==> config.mk <==
export PLATFORM = sky130hd
export DESIGN_NAME = cam_emulator_flat
export DESIGN_NICKNAME = d
export VERILOG_FILES = /design/src/rtl/cam_pkg.sv /design/src/rtl/cam_emulator_if.sv /design/src/rtl/cam_pattern_gen.sv /design/src/rtl/cam_emulator.sv /design/src/flat_wrapper.sv
export SDC_FILE = /design/constraint.sdc
export NUM_CORES = 1
export LEC_CHECK = 0
export CORE_UTILIZATION = 55
export DETAILED_ROUTE_END_ITERATION = 8
export PLACE_DENSITY = 0.73
export SLEW_MARGIN = 20
export SYNTH_ARGS = -nofsm -noshare
export SYNTH_HDL_FRONTEND = slang
export SYNTH_SLANG_ARGS = --single-unit
==> constraint.sdc <==
create_clock -name clk -period 3.9 [get_ports clk]
set_input_delay 0.39 -clock clk [delete_from_list [all_inputs] [get_ports clk]]
set_output_delay 0.39 -clock clk [all_outputs]
set_load 0.03 [all_outputs]
==> src/rtl/cam_pkg.sv <==
// Shared types and constants for the camera emulator: FSM/pattern enums,
// register map and power-on timing.
package cam_pkg;

    typedef enum logic [1:0] {
        ST_IDLE   = 2'd0,
        ST_VBLANK = 2'd1,
        ST_ACTIVE = 2'd2,
        ST_HBLANK = 2'd3
    } state_t;

    typedef enum logic [1:0] {
        PAT_COLUMN  = 2'd0,
        PAT_ROW     = 2'd1,
        PAT_CHECKER = 2'd2,
        PAT_SCROLL  = 2'd3
    } pattern_t;

    localparam logic [1:0] ADDR_CTRL   = 2'd0;
    localparam logic [1:0] ADDR_HTIM   = 2'd1;
    localparam logic [1:0] ADDR_VTIM   = 2'd2;
    localparam logic [1:0] ADDR_FRAMES = 2'd3;

    localparam logic [3:0]  DEF_DIV      = 4'd1;
    localparam logic [15:0] DEF_H_ACTIVE = 16'd640;
    localparam logic [15:0] DEF_H_BLANK  = 16'd16;
    localparam logic [15:0] DEF_V_ACTIVE = 16'd480;
    localparam logic [15:0] DEF_V_BLANK  = 16'd4;

    // A programmed zero in any timing or divider field behaves as one.
    function automatic logic [15:0] eff16(input logic [15:0] v);
        return (v == 16'd0) ? 16'd1 : v;
    endfunction

    function automatic logic [3:0] eff4(input logic [3:0] v);
        return (v == 4'd0) ? 4'd1 : v;
    endfunction

endpackage

==> src/rtl/cam_emulator_if.sv <==
// Register bus between a host (master) and the camera emulator (slave).
interface cam_emulator_if;
    logic [1:0]  er_address;
    logic        er_bus_enable;
    logic        er_rw;
    logic [31:0] er_write_data;
    logic [31:0] er_read_data;
    logic        er_acknowledge;

    modport master (
        output er_address, er_bus_enable, er_rw, er_write_data,
        input  er_read_data, er_acknowledge
    );

    modport slave (
        input  er_address, er_bus_enable, er_rw, er_write_data,
        output er_read_data, er_acknowledge
    );
endinterface

==> src/rtl/cam_pattern_gen.sv <==
// Combinational test-pattern source; produces black whenever the pixel is not
// inside the active window.
module cam_pattern_gen
    import cam_pkg::*;
(
    input  pattern_t    pattern,
    input  logic [11:0] column,
    input  logic [11:0] row,
    input  logic [11:0] frame,
    input  logic        active,
    output logic [11:0] pixel
);

    always_comb begin
        // NOTE: pixel gets a value before any branch so no path infers a latch.
        pixel = 12'd0;
        if (active) begin
            case (pattern)
                PAT_COLUMN:  pixel = column;
                PAT_ROW:     pixel = row;
                PAT_CHECKER: pixel = {12{column[3] ^ row[3]}};
                PAT_SCROLL:  pixel = column + frame;
                default:     pixel = 12'd0;
            endcase
        end
    end

endmodule

==> src/rtl/cam_emulator.sv <==
// Camera sensor emulator: register-programmed timing generator driving a
// parallel pixel bus with line/frame valids and a frame-done interrupt.
module cam_emulator
    import cam_pkg::*;
(
    input  logic           clk,
    input  logic           rst,
    cam_emulator_if.slave  bus,
    output logic           cam_clk,
    output logic [11:0]    cam_pixel,
    output logic           cam_hsync,
    output logic           cam_vsync,
    output logic           er_irq
);

    // Live configuration registers.
    logic        ctrl_enable;
    pattern_t    ctrl_pattern;
    logic        ctrl_irq_en;
    logic [3:0]  ctrl_div;
    logic [31:0] htim;
    logic [31:0] vtim;
    logic [31:0] frames;

    // Shadow copies hold one frame's timing constant while the host rewrites.
    pattern_t    sh_pattern;
    logic        sh_irq_en;
    logic [3:0]  sh_div_m1;
    logic [15:0] sh_ha_m1, sh_hb_m1, sh_va_m1, sh_vb_m1;
    logic [16:0] sh_line_m1;

    logic [3:0]  lat_div_m1;
    logic [15:0] lat_ha_m1, lat_hb_m1, lat_va_m1, lat_vb_m1;
    logic [16:0] lat_line_m1;

    state_t      state, nxt_state;
    logic [16:0] col, nxt_col;
    logic [15:0] row, nxt_row;
    logic [3:0]  div_cnt;
    logic        tick_fall, frame_end, latch_shadow, nxt_active;
    logic [11:0] nxt_pixel;
    logic        accept, frames_wr;
    logic [31:0] rd_mux;

    assign lat_div_m1  = eff4(ctrl_div) - 4'd1;
    assign lat_ha_m1   = eff16(htim[15:0]) - 16'd1;
    assign lat_hb_m1   = eff16(htim[31:16]) - 16'd1;
    assign lat_va_m1   = eff16(vtim[15:0]) - 16'd1;
    assign lat_vb_m1   = eff16(vtim[31:16]) - 16'd1;
    assign lat_line_m1 = {1'b0, eff16(htim[15:0])} + {1'b0, eff16(htim[31:16])} - 17'd1;

    // ---------------------------------------------------------------- bus
    assign accept    = bus.er_bus_enable && !bus.er_acknowledge;
    assign frames_wr = accept && !bus.er_rw && (bus.er_address == ADDR_FRAMES);

    always_comb begin
        case (bus.er_address)
            ADDR_CTRL: rd_mux = {20'd0, ctrl_div, 3'd0, ctrl_irq_en, 1'b0, ctrl_pattern, ctrl_enable};
            ADDR_HTIM: rd_mux = htim;
            ADDR_VTIM: rd_mux = vtim;
            default:   rd_mux = frames;
        endcase
    end

    always_ff @(posedge clk) begin
        if (rst) begin
            bus.er_acknowledge <= 1'b0;
            bus.er_read_data   <= 32'd0;
            ctrl_enable        <= 1'b0;
            ctrl_pattern       <= PAT_COLUMN;
            ctrl_irq_en        <= 1'b0;
            ctrl_div           <= DEF_DIV;
            htim               <= {DEF_H_BLANK, DEF_H_ACTIVE};
            vtim               <= {DEF_V_BLANK, DEF_V_ACTIVE};
        end else begin
            // NOTE: sequential state uses <= so every register sees pre-edge values.
            bus.er_acknowledge <= accept;
            bus.er_read_data   <= (accept && bus.er_rw) ? rd_mux : 32'd0;
            if (accept && !bus.er_rw) begin
                case (bus.er_address)
                    ADDR_CTRL: begin
                        ctrl_enable  <= bus.er_write_data[0];
                        ctrl_pattern <= pattern_t'(bus.er_write_data[2:1]);
                        ctrl_irq_en  <= bus.er_write_data[4];
                        ctrl_div     <= bus.er_write_data[11:8];
                    end
                    ADDR_HTIM: htim <= bus.er_write_data;
                    ADDR_VTIM: vtim <= bus.er_write_data;
                    default: ;
                endcase
            end
        end
    end

    // ---------------------------------------------------------------- timing
    assign tick_fall = (state != ST_IDLE) && (div_cnt == sh_div_m1) && cam_clk;

    always_comb begin
        nxt_state = state;
        nxt_col   = col;
        nxt_row   = row;
        frame_end = 1'b0;
        case (state)
            ST_VBLANK: begin
                if (col == sh_line_m1) begin
                    nxt_col = 17'd0;
                    if (row == sh_vb_m1) begin
                        nxt_state = ST_ACTIVE;
                        nxt_row   = 16'd0;
                    end else begin
                        nxt_row = row + 16'd1;
                    end
                end else begin
                    nxt_col = col + 17'd1;
                end
            end
            ST_ACTIVE: begin
                if (col[15:0] == sh_ha_m1) begin
                    nxt_state = ST_HBLANK;
                    nxt_col   = 17'd0;
                end else begin
                    nxt_col = col + 17'd1;
                end
            end
            ST_HBLANK: begin
                if (col[15:0] == sh_hb_m1) begin
                    nxt_col = 17'd0;
                    if (row != sh_va_m1) begin
                        nxt_state = ST_ACTIVE;
                        nxt_row   = row + 16'd1;
                    end else begin
                        frame_end = 1'b1;
                        nxt_state = ctrl_enable ? ST_VBLANK : ST_IDLE;
                        nxt_row   = 16'd0;
                    end
                end else begin
                    nxt_col = col + 17'd1;
                end
            end
            default: ;
        endcase
    end

    assign nxt_active   = (nxt_state == ST_ACTIVE);
    assign latch_shadow = ctrl_enable && ((state == ST_IDLE) || (tick_fall && frame_end));

    cam_pattern_gen u_pattern (
        .pattern (sh_pattern),
        .column  (nxt_col[11:0]),
        .row     (nxt_row[11:0]),
        .frame   (frames[11:0]),
        .active  (nxt_active),
        .pixel   (nxt_pixel)
    );

    always_ff @(posedge clk) begin
        if (rst) begin
            sh_pattern <= PAT_COLUMN;
            sh_irq_en  <= 1'b0;
            sh_div_m1  <= 4'd0;
            sh_ha_m1   <= 16'd0;
            sh_hb_m1   <= 16'd0;
            sh_va_m1   <= 16'd0;
            sh_vb_m1   <= 16'd0;
            sh_line_m1 <= 17'd0;
        end else if (latch_shadow) begin
            sh_pattern <= ctrl_pattern;
            sh_irq_en  <= ctrl_irq_en;
            sh_div_m1  <= lat_div_m1;
            sh_ha_m1   <= lat_ha_m1;
            sh_hb_m1   <= lat_hb_m1;
            sh_va_m1   <= lat_va_m1;
            sh_vb_m1   <= lat_vb_m1;
            sh_line_m1 <= lat_line_m1;
        end
    end

    always_ff @(posedge clk) begin
        if (rst) begin
            state     <= ST_IDLE;
            col       <= 17'd0;
            row       <= 16'd0;
            div_cnt   <= 4'd0;
            cam_clk   <= 1'b0;
            cam_pixel <= 12'd0;
            cam_hsync <= 1'b0;
            cam_vsync <= 1'b0;
        end else if (state == ST_IDLE) begin
            div_cnt   <= 4'd0;
            cam_clk   <= 1'b0;
            cam_pixel <= 12'd0;
            cam_hsync <= 1'b0;
            cam_vsync <= 1'b0;
            col       <= 17'd0;
            row       <= 16'd0;
            if (ctrl_enable) state <= ST_VBLANK;
        end else if (div_cnt == sh_div_m1) begin
            div_cnt <= 4'd0;
            cam_clk <= ~cam_clk;
            if (cam_clk) begin
                state     <= nxt_state;
                col       <= nxt_col;
                row       <= nxt_row;
                cam_pixel <= nxt_pixel;
                cam_hsync <= nxt_active;
                cam_vsync <= (nxt_state == ST_ACTIVE) || (nxt_state == ST_HBLANK);
            end
        end else begin
            div_cnt <= div_cnt + 4'd1;
        end
    end

    // An interrupt raised by a frame end beats a simultaneous host clear.
    always_ff @(posedge clk) begin
        if (rst) begin
            frames <= 32'd0;
            er_irq <= 1'b0;
        end else begin
            if (tick_fall && frame_end) frames <= frames + 32'd1;
            if (tick_fall && frame_end && sh_irq_en) er_irq <= 1'b1;
            else if (frames_wr)                      er_irq <= 1'b0;
        end
    end

endmodule

==> src/flat_wrapper.sv <==
// flat-port wrapper written by rule: the top's interface ports become plain ports
module cam_emulator_flat import cam_pkg::*;
  (clk, rst, cam_clk, cam_pixel, cam_hsync, cam_vsync, er_irq, bus_er_address, bus_er_bus_enable, bus_er_rw, bus_er_write_data, bus_er_read_data, bus_er_acknowledge);
  cam_emulator_if bus_i ();
  input  logic clk;
  input  logic rst;
  output logic cam_clk;
  output logic [11:0] cam_pixel;
  output logic cam_hsync;
  output logic cam_vsync;
  output logic er_irq;
  input wire logic [$bits(bus_i.er_address)-1:0] bus_er_address;
  input wire logic [$bits(bus_i.er_bus_enable)-1:0] bus_er_bus_enable;
  input wire logic [$bits(bus_i.er_rw)-1:0] bus_er_rw;
  input wire logic [$bits(bus_i.er_write_data)-1:0] bus_er_write_data;
  output wire logic [$bits(bus_i.er_read_data)-1:0] bus_er_read_data;
  output wire logic [$bits(bus_i.er_acknowledge)-1:0] bus_er_acknowledge;
  assign bus_i.er_address = bus_er_address;
  assign bus_i.er_bus_enable = bus_er_bus_enable;
  assign bus_i.er_rw = bus_er_rw;
  assign bus_i.er_write_data = bus_er_write_data;
  assign bus_er_read_data = bus_i.er_read_data;
  assign bus_er_acknowledge = bus_i.er_acknowledge;
  cam_emulator u_core (.clk(clk), .rst(rst), .bus(bus_i), .cam_clk(cam_clk), .cam_pixel(cam_pixel), .cam_hsync(cam_hsync), .cam_vsync(cam_vsync), .er_irq(er_irq));
endmodule
# Yosys cells after proc, flatten, opt, wreduce, memory -nomap -nowiden
# Index checks and enable logic that the tools add are counted.
[op_classes]
addsub = 12
multipliers = 0
div_mod_pow = 0
order_cmp = 0
n_eq_ne = 20
shifts = 0
n_mux = 33
bitwise_logic = 3
reduce_logical = 37
[op_table]
columns = ["operator", "n"]
rows = [
  ["$mux 16", 8],
  ["$pmux 32 s3", 1],
  ["$logic_not 16->1", 4],
  ["$sub 16x1->16 const B", 4],
  ["$mux 17", 3],
  ["$pmux 17 s3", 1],
  ["$eq 16x16->1", 3],
  ["$pmux 12 s4", 1],
  ["$add 32x1->32 const B", 1],
  ["$pmux 16 s2", 1],
  ["$mux 2", 9],
  ["$add 16x16->17", 1],
  ["$add 17x1->17 const B", 1],
  ["$eq 17x17->1", 1],
  ["$sub 17x1->17 const B", 1],
  ["$add 16x1->16 const B", 1],
  ["$eq 2x2->1 const B", 8],
  ["$ne 16x16->1", 1],
  ["$add 12x12->12", 1],
  ["$mux 12", 1],
  ["$reduce_bool 2->1", 5],
  ["$logic_and 1x1->1", 9],
  ["$reduce_and 2->1", 4],
  ["$eq 2x1->1 const B", 3],
  ["other kinds (18)", 32],
]
[word_totals]
ff_bits = 280
latchBits = 0
mem_bits_rw = 0
rom_bits = 0
inputBits = 38
output_inout_bits = 49
mem_count = 0

# Depth between registers and ports, before layout
# Gate-level depths: netlist of the first run.
[logic_depth]
word_depth = 7
mapped_depth = 20
ltp_nobuf = 17

# By module
# From an unflattened synthesis of the first run, not the netlist that was laid out.
[unflattened]
hier_cells = 1952
hier_area_um2 = 15508.6
[modules_own_cells]
columns = ["mod", "n_inst", "cells_per_inst", "area_per_inst_um2"]
rows = [
  ["cam_emulator", 1, 1826, 14636.5],
  ["cam_pattern_gen", 1, 126, 872.1],
]

# Worst setup path before layout of the first run
# No wires, ideal clock.
[synth_timing]
path_kind = "reg2reg"
startpoint = "register u_core.htim[20]"
endpoint = "register u_core.sh_line_m1[15]"
arrival_time_ns = 3.842
required_time_ns = 3.838
slack_ns = -0.004
stages_incl_launch_ff = 18
n_path_buf = 0
synth_period_minus_slack_ns = 3.904
cell_sequence = "dfxtp_1 -> or4_1 -> nor3_1 -> nor4b_1 -> a21oi_1 -> ha_1 -> inv_1 -> ha_1 -> inv_1 -> fa_1 -> nor2b_1 -> o21a_1 -> o21a_1 -> o211ai_1 -> a31oi_1 -> a31oi_1 -> or4_1 -> nand3_1"
[synth_via]
elab_chain_cells = 4
[synth_rtl]
columns = ["item", "line_no", "source"]
rows = [
  ["start, declared", "cam_emulator.sv:21", "logic [31:0] htim;"],
  ["start signal, assigned", "cam_emulator.sv:73", "htim <= {DEF_H_BLANK, DEF_H_ACTIVE};"],
  ["start signal, assigned", "cam_emulator.sv:87", "ADDR_HTIM: htim <= bus.er_write_data;"],
  ["$logic_not 16->1", "cam_pkg.sv:32", "return (v == 16'd0) ? 16'd1 : v;"],
  ["$mux 16 (*)", "cam_pkg.sv:32", ""],
  ["$add 16x16->17 (*)", "cam_emulator.sv:50", "assign lat_line_m1 = {1'b0, eff16(htim[15:0])} + {1'b0, eff16(htim[31:16])} - 17'd1;"],
  ["$sub 17x1->17 (*)", "cam_emulator.sv:50", ""],
  ["end signal, assigned", "cam_emulator.sv:174", "sh_line_m1 <= lat_line_m1;"],
  ["end, declared", "cam_emulator.sv:30", "logic [16:0] sh_line_m1;"],
]
# Mark *: on every way between the ends. The rest lies on a longest branch, timed or not.
# A chain may end at the register's enable or synchronous reset.

# Worst setup path in the final report of the first run
# Ends and elaborated chain as after synthesis.

==> results of run 1 <==
-- final timing paths --
path                    startpoint                    end  slack (ns)  cells past startpoint
setup / recovery   u_core.htim[20]  u_core.sh_line_m1[15]        0.12                     17
hold / removal                 rst        u_core.state[0]        0.05                      2
setup reg to reg   u_core.htim[20]  u_core.sh_line_m1[15]        0.12                     17
hold reg to reg   u_core.cam_hsync       u_core.cam_hsync        0.45                      1
-- layer usage --
layer | share of wire [%] | vias up | global-route usage, %
met5 | 0 | - | 0
met3 | 6.4 | 115 | 4.49
li1 | - | 6653 | -
met1 | 44 | 6570 | 45.2
met2 | 46 | 519 | 54.8
met4 | 3.9 | 0 | 12.9
-- registers in the layout, indices dropped and copies added (netlist names), 12 cells and up --
| register | flops |
|---|---|
| u_core.col | 17 |
| u_core.sh_ha_m1 | 16 |
| u_core.sh_line_m1 | 17 |
| u_core.sh_hb_m1 | 16 |
| u_core.row | 16 |
| u_core.sh_va_m1 | 16 |
| u_core.bus.er_read_data | 32 |
| u_core.vtim | 32 |
| u_core.frames | 32 |
| u_core.htim | 32 |
| u_core.sh_vb_m1 | 16 |
| u_core.cam_pixel | 12 |
-- power groups by stage --
stage / Sequential (uW) / Clock [uW] / Combinational, uW
2_1_floorplan: 2990 / 0 / 323
3_3_place_gp: 3000 / 0 / 497
3_5_place_dp: 3000 / 0 / 500
4_1_cts: 2930 / 3000 / 509
5_1_grt: 2940 / 3110 / 566
6_report: 2940 / 2970 / 522
-- critical path, delay by kind of cell (launching register included) --
family | cells | cell delay (ns)
fa+ha+maj | 3 | 0.73
compound gates | 6 | 0.89
flops | 1 | 0.31
simple gates | 6 | 1.64
buf+inv | 2 | 0.13
-- what timing repair did --
| action | 4_1_cts | 5_1_grt |
|---|---|---|
| pin swaps | 5 | 2 |
| gates resized for setup | 4 | 6 |
| setup endpoints to repair | 1 | 9 |
| setup buffers | 3 | 1 |
-- synth_stat cells (9+ instances only) --
cell / n
nand3_1: 46
o21ai_0: 40
nor2_1: 206
mux2_2: 24
ha_1: 52
dfxtp_1: 280
a21oi_1: 124
nand2_1: 271
nor3_1: 47
a21o_1: 9
o211ai_1: 14
nor2b_1: 10
mux2i_1: 12
xnor2_1: 137
a22oi_1: 32
nand4_1: 34
buf_2: 38
a211oi_1: 58
inv_1: 88
or3_1: 18
nand3b_1: 9
xor2_1: 57
clkbuf_1: 71
and3_1: 29
a31oi_1: 13
nor4_1: 17
-- per-stage QoR --
step | instances | hold slack (ns) | setup WS (ns) | setup TNS [ns]
2_1_floorplan | 1876 | 0.437 | 0.101 | 0
3_3_place_gp | 2296 | 0.437 | 0.0896 | 0
3_5_place_dp | 2296 | 0.439 | 0.0202 | 0
4_1_cts | 2353 | 0.0321 | 0.000155 | 0
5_1_grt | 2354 | 0.0354 | -0.0385 | -0.0385
6_report | 2354 | 0.0526 | 0.116 | 0
-- logic make-up (layout without fill, tap and decap cells) --
group | after synthesis | after routing | synth area share, %
DFF | 280 | 280 | 36.8
buffers and inverters | 214 | 320 | 6.12
xor gates and xnor gates | 195 | 195 | 11.3
and+or+nand+nor | 743 | 743 | 23.0
AOI/OAI and AO/OA | 346 | 346 | 14.6
muxes | 44 | 44 | 3.74
adders and majority gates | 54 | 54 | 4.53
-- final cells by class --
type	count	area (sq um)
fillers	2332	9300
multi-input cells	1382	8780
flip-flops and latches	280	5610
repair buffers	177	1580
clock buffers	43	880
well taps	372	465
inverters	89	334
clock inverters	11	158
==> results.py, run 1 <==
metrics = {
    "placed_design": {
        "gp_congestion": 0.962,
        "hpwl_microns": 35900,
        "dpl-instance-area_sq_um": 16700,
        "io_buffers": 86,
    },
    "sta": {
        "skew_ns": 0.0225,
        "rsz0062_at_grt": "true",
        "fin_crit_sh_pct": 97.0,
        "layout_min_cycle_time_ns": 3.78,
        "fmax_mhz": 264,
        "setup_viol": 0,
        "timing.slew.headroom_pct": 29.3,
        "hold_viol_final": 0,
        "worst-slew-pin-transition_ns": 1.06,
        "drv_slew": 0,
    },
    "cts": {
        "htree_levels": 1,
        "cts_tree": "built",
        "cts_hold_buffers": 0,
        "clk_path_buf_depth": 3,
        "clk-insertion-delay-late_ns": 0.58,
        "clockRootBuffer": "clkbuf_16",
        "numCtsBuffers": 30,
        "cts_sinks": 280,
        "clk_pin_slew_ns": 0.06,
    },
    "power": {
        "p_sw_uw": 1550,
        "report.power.total_uw": 6430,
        "cellLeakagePower_uw": 0.00654,
        "ir_drop_v": 0.000334,
        "power_frac_seq_pct": 45.7,
        "pwr_density_cell_nw_per_um2": 361,
        "power_frac_clock_pct": 46.2,
        "p_comb_share_pct": 8.1,
        "swShare_pct": 24.1,
        "p_int_uw": 4880,
    },
    "worst_setup_path": {
        "start_kind": "flop",
        "worstPathArrival_ns": 4.29,
        "path_class": "flop to flop",
        "cp_max_fo": 3,
        "max_stage_delay_ns": 0.56,
        "endpoint_kind": "flop",
        "cp_cell_sequence": "or4_4 -> nor3_4 -> nor4b_4 -> a21oi_2 -> ha_1 -> inv_1 -> ha_1 -> inv_1 -> fa_2 -> nor2b_2 -> o21a_1 -> o21a_1 -> o211ai_1 -> a31oi_1 -> a31oi_1 -> or4_1 -> nand3_1",
        "required_ns": 4.41,
        "slowest_stage": "or4_4",
    },
    "floorplanning": {
        "core_sq_um": 27100,
        "die_h_microns": 168,
        "num_rows": 60,
        "die_area_sq_um": 28400,
        "dieWidth_microns": 168,
        "ios": 87,
        "start_util_pct": 56.2,
    },
    "cells_and_area": {
        "layout_common_cells": "279 x dfxtp_1, 271 x nand2_1, 206 x nor2_1",
        "drive_gt1_share_pct": 10.5,
        "layout_commonest_cell": "dfxtp_1",
        "syn_to_final_growth_pct": 16.8,
        "fin_nets": 2052,
        "n_antenna_cell": 0,
        "utilization_pct": 65.7,
        "final_area_sq_um": 17800,
    },
    "drt": {
        "post_drt_wl_per_cell_microns": 20.2,
        "drc": 0,
        "drt-initial-drc-count": 1127,
        "vias_per_cell": 5.89,
        "routed_wl_microns": 47600,
        "antenna_left": 0,
        "first_pass_iters": 5,
        "vias": 13857,
    },
    "synthesis": {
        "ys_seq_area_share_pct": 36.8,
        "yosysWarningCount": 0,
        "synth-seq-cells": 280,
        "netlist_instances": 1876,
        "synthFlopType": "dfxtp_1",
        "synth_edf_count": 0,
        "synth_top_area_share_pct": 36.8,
        "syn_nets": 1968,
        "synth_largest_area_cell": "dfxtp_1",
        "syn_area_sq_um": 15200,
        "synth.avg_cell_area_sq_um": 8.12,
        "async_reset_ff_share_pct": 0,
        "synthDistinctLibCells": 70,
        "yosys-top-cells-area": "dfxtp_1 37%, xnor2_1 7.9%, nand2_1 6.7%",
    },
    "global_routing": {
        "grt_pass1_wl_microns": 74400,
        "antenna_found_initial": 1,
        "first_global_vias": 13159,
        "grt_overflow": 0,
        "grt_max_degree": 98,
        "grt_usage_pct": 33.6,
    },
    "min_path": {
        "hold_class": "input port to flop",
    },
    "flow_run": {
        "cap_violations": 0,
    },
    "run_status": {
        "outcome": "completed",
    },
}
No activity file was read; power rests on OpenSTA's default activity.
==> run 2: changes to the inputs <==
--- a/config.mk
+++ b/config.mk
@@ -8,6 +8,7 @@
 export CORE_UTILIZATION = 55
 export DETAILED_ROUTE_END_ITERATION = 8
 export PLACE_DENSITY = 0.73
+export SETUP_SLACK_MARGIN = 0.15
 export SLEW_MARGIN = 20
 export SYNTH_ARGS = -nofsm -noshare
 export SYNTH_HDL_FRONTEND = slang
==> run 2 against run 1 <==
- wire length grew 3.4%
- clock skew increased by 0.012 ns
- critical path depth is 8 higher
- count of clock-buffer cells in the layout did not move
- sequential cell count unchanged
- largest cell class unchanged
- die area unchanged
- critical path type unchanged
- power up 4.0%
==> results.py, run 2 (synthesis results as in run 1) <==
metrics = {
    "global_routing": {
        "grt_pass1_wl_microns": 75700,
        "grt_usage_pct": 34.2,
        "first_global_vias": 13368,
        "antenna_found_initial": 0,
        "grt_max_degree": 74,
        "grt_overflow": 0,
    },
    "drt": {
        "antenna_left": 0,
        "routed_wl_microns": 49200,
        "vias_per_cell": 6.00,
        "first_pass_iters": 6,
        "drc": 0,
        "post_drt_wl_per_cell_microns": 20.7,
        "drt-initial-drc-count": 1293,
        "vias": 14249,
    },
    "worst_setup_path": {
        "r2r_cells": 25,
        "required_ns": 4.36,
        "worstPathArrival_ns": 4.22,
        "endpoint_kind": "flop",
        "reg2reg_to": "u_core.sh_line_m1[3]",
        "start_kind": "flop",
        "path_class": "flop to flop",
        "r2r_setup_slack_ns": 0.14,
        "worstReg2RegStart": "u_core.htim[21]",
        "cp_max_fo": 3,
    },
    "sta": {
        "fmax_mhz": 266,
        "worst-slew-pin-transition_ns": 0.993,
        "tns_ns": 0,
        "hold_viol_final": 0,
        "timing.slew.headroom_pct": 33.4,
        "drv_slew": 0,
        "fin_crit_sh_pct": 96.4,
        "layout_min_cycle_time_ns": 3.76,
        "setup_slack_ns": 0.142,
        "rsz0062_at_grt": "true",
        "setup_viol": 0,
        "skew_ns": 0.0343,
    },
    "flow_run": {
        "cap_violations": 0,
    },
    "power": {
        "pwr_density_cell_nw_per_um2": 369,
        "ir_drop_v": 0.000330,
        "cellLeakagePower_uw": 0.00669,
    },
    "cts": {
        "cts_sinks": 280,
        "clk_path_buf_depth": 3,
        "clockRootBuffer": "clkbuf_16",
        "numCtsBuffers": 30,
        "htree_levels": 1,
        "clk_pin_slew_ns": 0.07,
        "cts_tree": "built",
        "clk-insertion-delay-late_ns": 0.59,
    },
    "floorplanning": {
        "core_sq_um": 27100,
        "die_area_sq_um": 28400,
        "ios": 87,
        "num_rows": 60,
        "dieWidth_microns": 168,
        "die_h_microns": 168,
        "start_util_pct": 56.2,
    },
    "placed_design": {
        "dp_slack_ns": -0.0308,
        "hpwl_microns": 36100,
        "dpl-instance-area_sq_um": 16700,
        "place_inst": 2295,
        "gp_congestion": 0.960,
        "io_buffers": 86,
    },
    "cells_and_area": {
        "utilization_pct": 66.9,
        "final_area_sq_um": 18100,
        "layout_commonest_cell": "dfxtp_1",
        "stdcell_count": 2373,
        "n_antenna_cell": 0,
        "syn_to_final_growth_pct": 18.9,
        "fin_nets": 2070,
        "drive_gt1_share_pct": 12.2,
        "layout_common_cells": "274 x dfxtp_1, 270 x nand2_1, 206 x nor2_1",
    },
    "min_path": {
        "hold_class": "input port to flop",
        "holdPathStages": 2,
        "min_to": "u_core.ctrl_enable",
        "worstHoldStart": "rst",
    },
    "run_status": {
        "outcome": "completed",
    },
}
==> run 2: cell count changes in the layout (fill, tap and decap cells not counted), sizes merged <==
cell,change
bufinv,+3
clkinvlp,-2
clkinv,+1
inv,-1
buf,+18
==> run 2: timing repair <==
action	CTS	global route
gates resized for setup	7	34
endpoints found under the setup margin	5	11
setup buffers	16	7
pin swaps	7	19
hold buffers	0	0
hold endpoints to repair	0	0
==> run 2: stage by stage <==
stage               total power (uW)  hold WS (ns)
global route                    6870         0.249
floorplan                       3310         0.437
global placement                3500         0.436
CTS                             6670         0.217
finish                          6690         0.251
detailed placement              3500         0.445
==> run 2: worst max path at each step <==
stage | depth (start not counted) | slack (ns) | to | startpoint
floorplan | 17 | 0.19 | u_core.sh_line_m1[15] | u_core.htim[20]
global placement | 17 | 0.06 | u_core.sh_line_m1[15] | u_core.htim[20]
detailed placement | 17 | -0.03 | u_core.sh_line_m1[15] | u_core.htim[20]
CTS | 17 | 0.1 | u_core.sh_line_m1[15] | u_core.htim[20]
global route | 25 | -0.008 | u_core.sh_line_m1[3] | u_core.htim[21]
finish | 25 | 0.14 | u_core.sh_line_m1[3] | u_core.htim[21]
==> run 2: final cells by class <==
class	count	area (sq um)
fill	2226	8980
multi-input combinational	1382	8840
sequential	280	5610
timing repair buffer	195	1750
clock buffer	43	880
tap	372	465
inverter	89	334
clock inverter	12	235
==> run 2: power by group <==
part           internal, uW  leakage, uW  switching (uW)
clock network          1960     0.000549            1220
registers              2900      0.00226            40.0
logic                   246      0.00388             328
total                  5100      0.00669            1590
==> run 2: critical path, stage by stage (launching register included) <==
cell and delay (ns):
dfxtp_2 0.32, or4_4 0.56, nor3_4 0.15, nor4b_4 0.25
a21oi_2 0.11, ha_2 0.20, inv_2 0.07, ha_4 0.13
inv_2 0.04, fa_2 0.41, nor2b_4 0.14, buf_6 0.10
buf_4 0.09, buf_4 0.10, buf_4 0.10, buf_6 0.08
buf_6 0.08, buf_6 0.08, buf_6 0.08, buf_6 0.08
buf_6 0.08, buf_6 0.08, buf_4 0.10, nor3_1 0.04
a21oi_1 0.11, nor2_1 0.05
==> run 2: metal layers <==
| layer | global-route usage [%] | share of wire (%) |
|---|---|---|
| met1 | 45.4 | 42 |
| met5 | 0 | 0 |
| met4 | 12.6 | 4.1 |
| met3 | 5.17 | 8.2 |
| met2 | 56.3 | 45 |
==> run 3: changes to the inputs <==
--- a/config.mk
+++ b/config.mk
@@ -5,8 +5,10 @@
 export SDC_FILE = /design/constraint.sdc
 export NUM_CORES = 1
 export LEC_CHECK = 0
+export CORE_MARGIN = 10
 export CORE_UTILIZATION = 55
 export DETAILED_ROUTE_END_ITERATION = 8
+export GPL_ROUTABILITY_DRIVEN = 0
 export PLACE_DENSITY = 0.73
 export SETUP_SLACK_MARGIN = 0.15
 export SLEW_MARGIN = 20
==> run 3 against run 2 <==
- cell count fell by 0.97%
- largest power group unchanged
- critical path depth fell by 1
- highest routed layer is now met5
- wire length fell by 1.4%
- largest cell class unchanged
- power is 1.5% lower
- sequential share of layout area up 0.38 points
- critical path type unchanged
- clock power shrank 3%
- maximum frequency fell by 0.50%
- sequential cell count stayed put
==> results.py, run 3 (synthesis results as in run 1) <==
metrics = {
    "sta": {
        "fmax_mhz": 265,
        "timing.slew.headroom_pct": 29.3,
        "rsz0062_at_grt": "true",
        "skew_ns": 0.0151,
        "setup_viol": 0,
        "fin_crit_sh_pct": 96.8,
        "layout_min_cycle_time_ns": 3.78,
        "drv_slew": 0,
        "hold_viol_final": 0,
        "hold_slack_ns": 0.228,
        "worst-slew-pin-transition_ns": 1.06,
    },
    "power": {
        "report.power.total_uw": 6590,
        "swShare_pct": 24.1,
        "power_frac_clock_pct": 46.9,
        "pwr_density_cell_nw_per_um2": 367,
        "p_sw_uw": 1590,
        "p_comb_share_pct": 8.5,
        "cellLeakagePower_uw": 0.00656,
        "power_frac_seq_pct": 44.5,
        "p_int_uw": 5010,
        "ir_drop_v": 0.000389,
    },
    "cts": {
        "numCtsBuffers": 30,
        "cts_tree": "built",
        "cts_hold_buffers": 0,
        "clk_pin_slew_ns": 0.06,
        "cts_sinks": 280,
        "clk-insertion-delay-late_ns": 0.57,
        "htree_levels": 1,
        "clockRootBuffer": "clkbuf_16",
        "clk_path_buf_depth": 3,
    },
    "min_path": {
        "hold_class": "input port to flop",
    },
    "flow_run": {
        "cap_violations": 0,
    },
    "global_routing": {
        "grt_usage_pct": 26.3,
        "first_global_vias": 13395,
        "grt_overflow": 0,
        "grt_max_degree": 85,
        "grt_pass1_wl_microns": 75200,
        "antenna_found_initial": 1,
    },
    "floorplanning": {
        "die_area_sq_um": 34800,
        "start_util_pct": 56.2,
        "ios": 87,
        "core_sq_um": 27100,
        "num_rows": 60,
        "die_h_microns": 186,
        "dieWidth_microns": 186,
    },
    "cells_and_area": {
        "utilization_pct": 66.2,
        "layout_commonest_cell": "nand2_1",
        "fillers": 2258,
        "n_antenna_cell": 0,
        "layout_common_cells": "271 x nand2_1, 268 x dfxtp_1, 205 x nor2_1",
        "syn_to_final_growth_pct": 17.7,
        "fin_nets": 2046,
        "drive_gt1_share_pct": 11.9,
    },
    "worst_setup_path": {
        "endpoint_kind": "flop",
        "worstPathArrival_ns": 4.19,
        "start_kind": "flop",
        "required_ns": 4.32,
        "cp_max_fo": 2,
        "path_class": "flop to flop",
    },
    "drt": {
        "post_drt_wl_per_cell_microns": 20.6,
        "vias_per_cell": 6.03,
        "antenna_left": 0,
        "routed_wl_microns": 48500,
        "first_pass_iters": 5,
        "drt-initial-drc-count": 1303,
        "vias": 14159,
        "drc": 0,
    },
    "run_status": {
        "outcome": "completed",
    },
    "placed_design": {
        "hpwl_microns": 35100,
        "io_buffers": 86,
    },
}
[run 3: changes by cell type in the layout (fill, tap and decap cells not counted), moves of 3 or more]
cell        previous run  this run
clkinv_2               5         9
clkbuf_8               8         5
clkinvlp_4             0         3
clkbuf_1               5         1
dfxtp_1              274       268
buf_4                 96        75
dfxtp_2                6         9
dfxtp_4                0         3
[run 3: metal layers]
| layer | track usage, % | up-vias | part of all wire, % |
|---|---|---|---|
| met5 | 0 | - | 0.027 |
| met3 | 5.36 | 148 | 9.2 |
| met4 | 13.6 | 2 | 5.7 |
| met1 | 34.8 | 6665 | 42 |
| li1 | - | 6643 | - |
| met2 | 39.5 | 701 | 43 |
[run 3: area by class of cell]
| cell class | instances | area (sq um) | share of cell area (%) |
|---|---|---|---|
| flip-flops and latches | 280 | 5630 | 31.4 |
| inverters | 89 | 337 | 1.88 |
| well taps | 372 | 465 | 2.59 |
| clock buffers | 37 | 848 | 4.73 |
| repair buffers | 171 | 1550 | 8.64 |
| multi-input cells | 1382 | 8880 | 49.5 |
| clock inverters | 19 | 235 | 1.31 |
[run 3: worst paths after layout]
path | startpoint | end | slack, ns | depth (start not counted)
hold reg to reg | u_core.cam_hsync | u_core.cam_hsync | 0.45 | 1
setup reg to reg | u_core.htim[22] | u_core.sh_line_m1[3] | 0.12 | 24
setup / recovery | u_core.htim[22] | u_core.sh_line_m1[3] | 0.12 | 24
hold / removal | rst | u_core.state[1] | 0.23 | 2
[run 3: critical path, cell delays in order, from the launching register on]
cell	delay, ns
dfxtp_2	0.32
or4_4	0.54
nor3_4	0.15
nor4b_4	0.28
a21oi_2	0.11
ha_2	0.19
inv_2	0.06
ha_4	0.14
inv_4	0.03
fa_2	0.39
nor2b_4	0.15
buf_6	0.11
buf_6	0.08
buf_6	0.08
buf_6	0.08
buf_4	0.09
buf_4	0.10
buf_4	0.10
buf_4	0.09
buf_4	0.10
buf_6	0.09
buf_6	0.09
nor3_2	0.04
a21oi_1	0.16
nor2_1	0.06
[run 3: timing repair]
action                                  CTS  global route
buffers inserted                         14             9
endpoints found under the setup margin    6            12
pin swaps                                 4            21
resized for setup                         8            47
[run 3: power by group through the flow]
stage          Combinational, uW  Clock [uW]  Sequential (uW)
2_1_floorplan                323           0             2990
3_3_place_gp                 487           0             3000
3_5_place_dp                 494           0             3000
4_1_cts                      517        3110             2940
5_1_grt                      605        3230             2940
6_report                     563        3090             2940
[run 3: stage by stage]
stage / setup WS, ns / cell area (sq um) / std cells / setup TNS [ns]
floorplan: 0.187 / 15300 / 1876 / 0
global placement: 0.0919 / 16500 / 2271 / 0
detailed placement: -0.0394 / 16500 / 2271 / -0.0394
CTS: 0.111 / 17700 / 2341 / 0
global route: -0.0246 / 17900 / 2350 / -0.0258
finish: 0.123 / 17900 / 2350 / 0
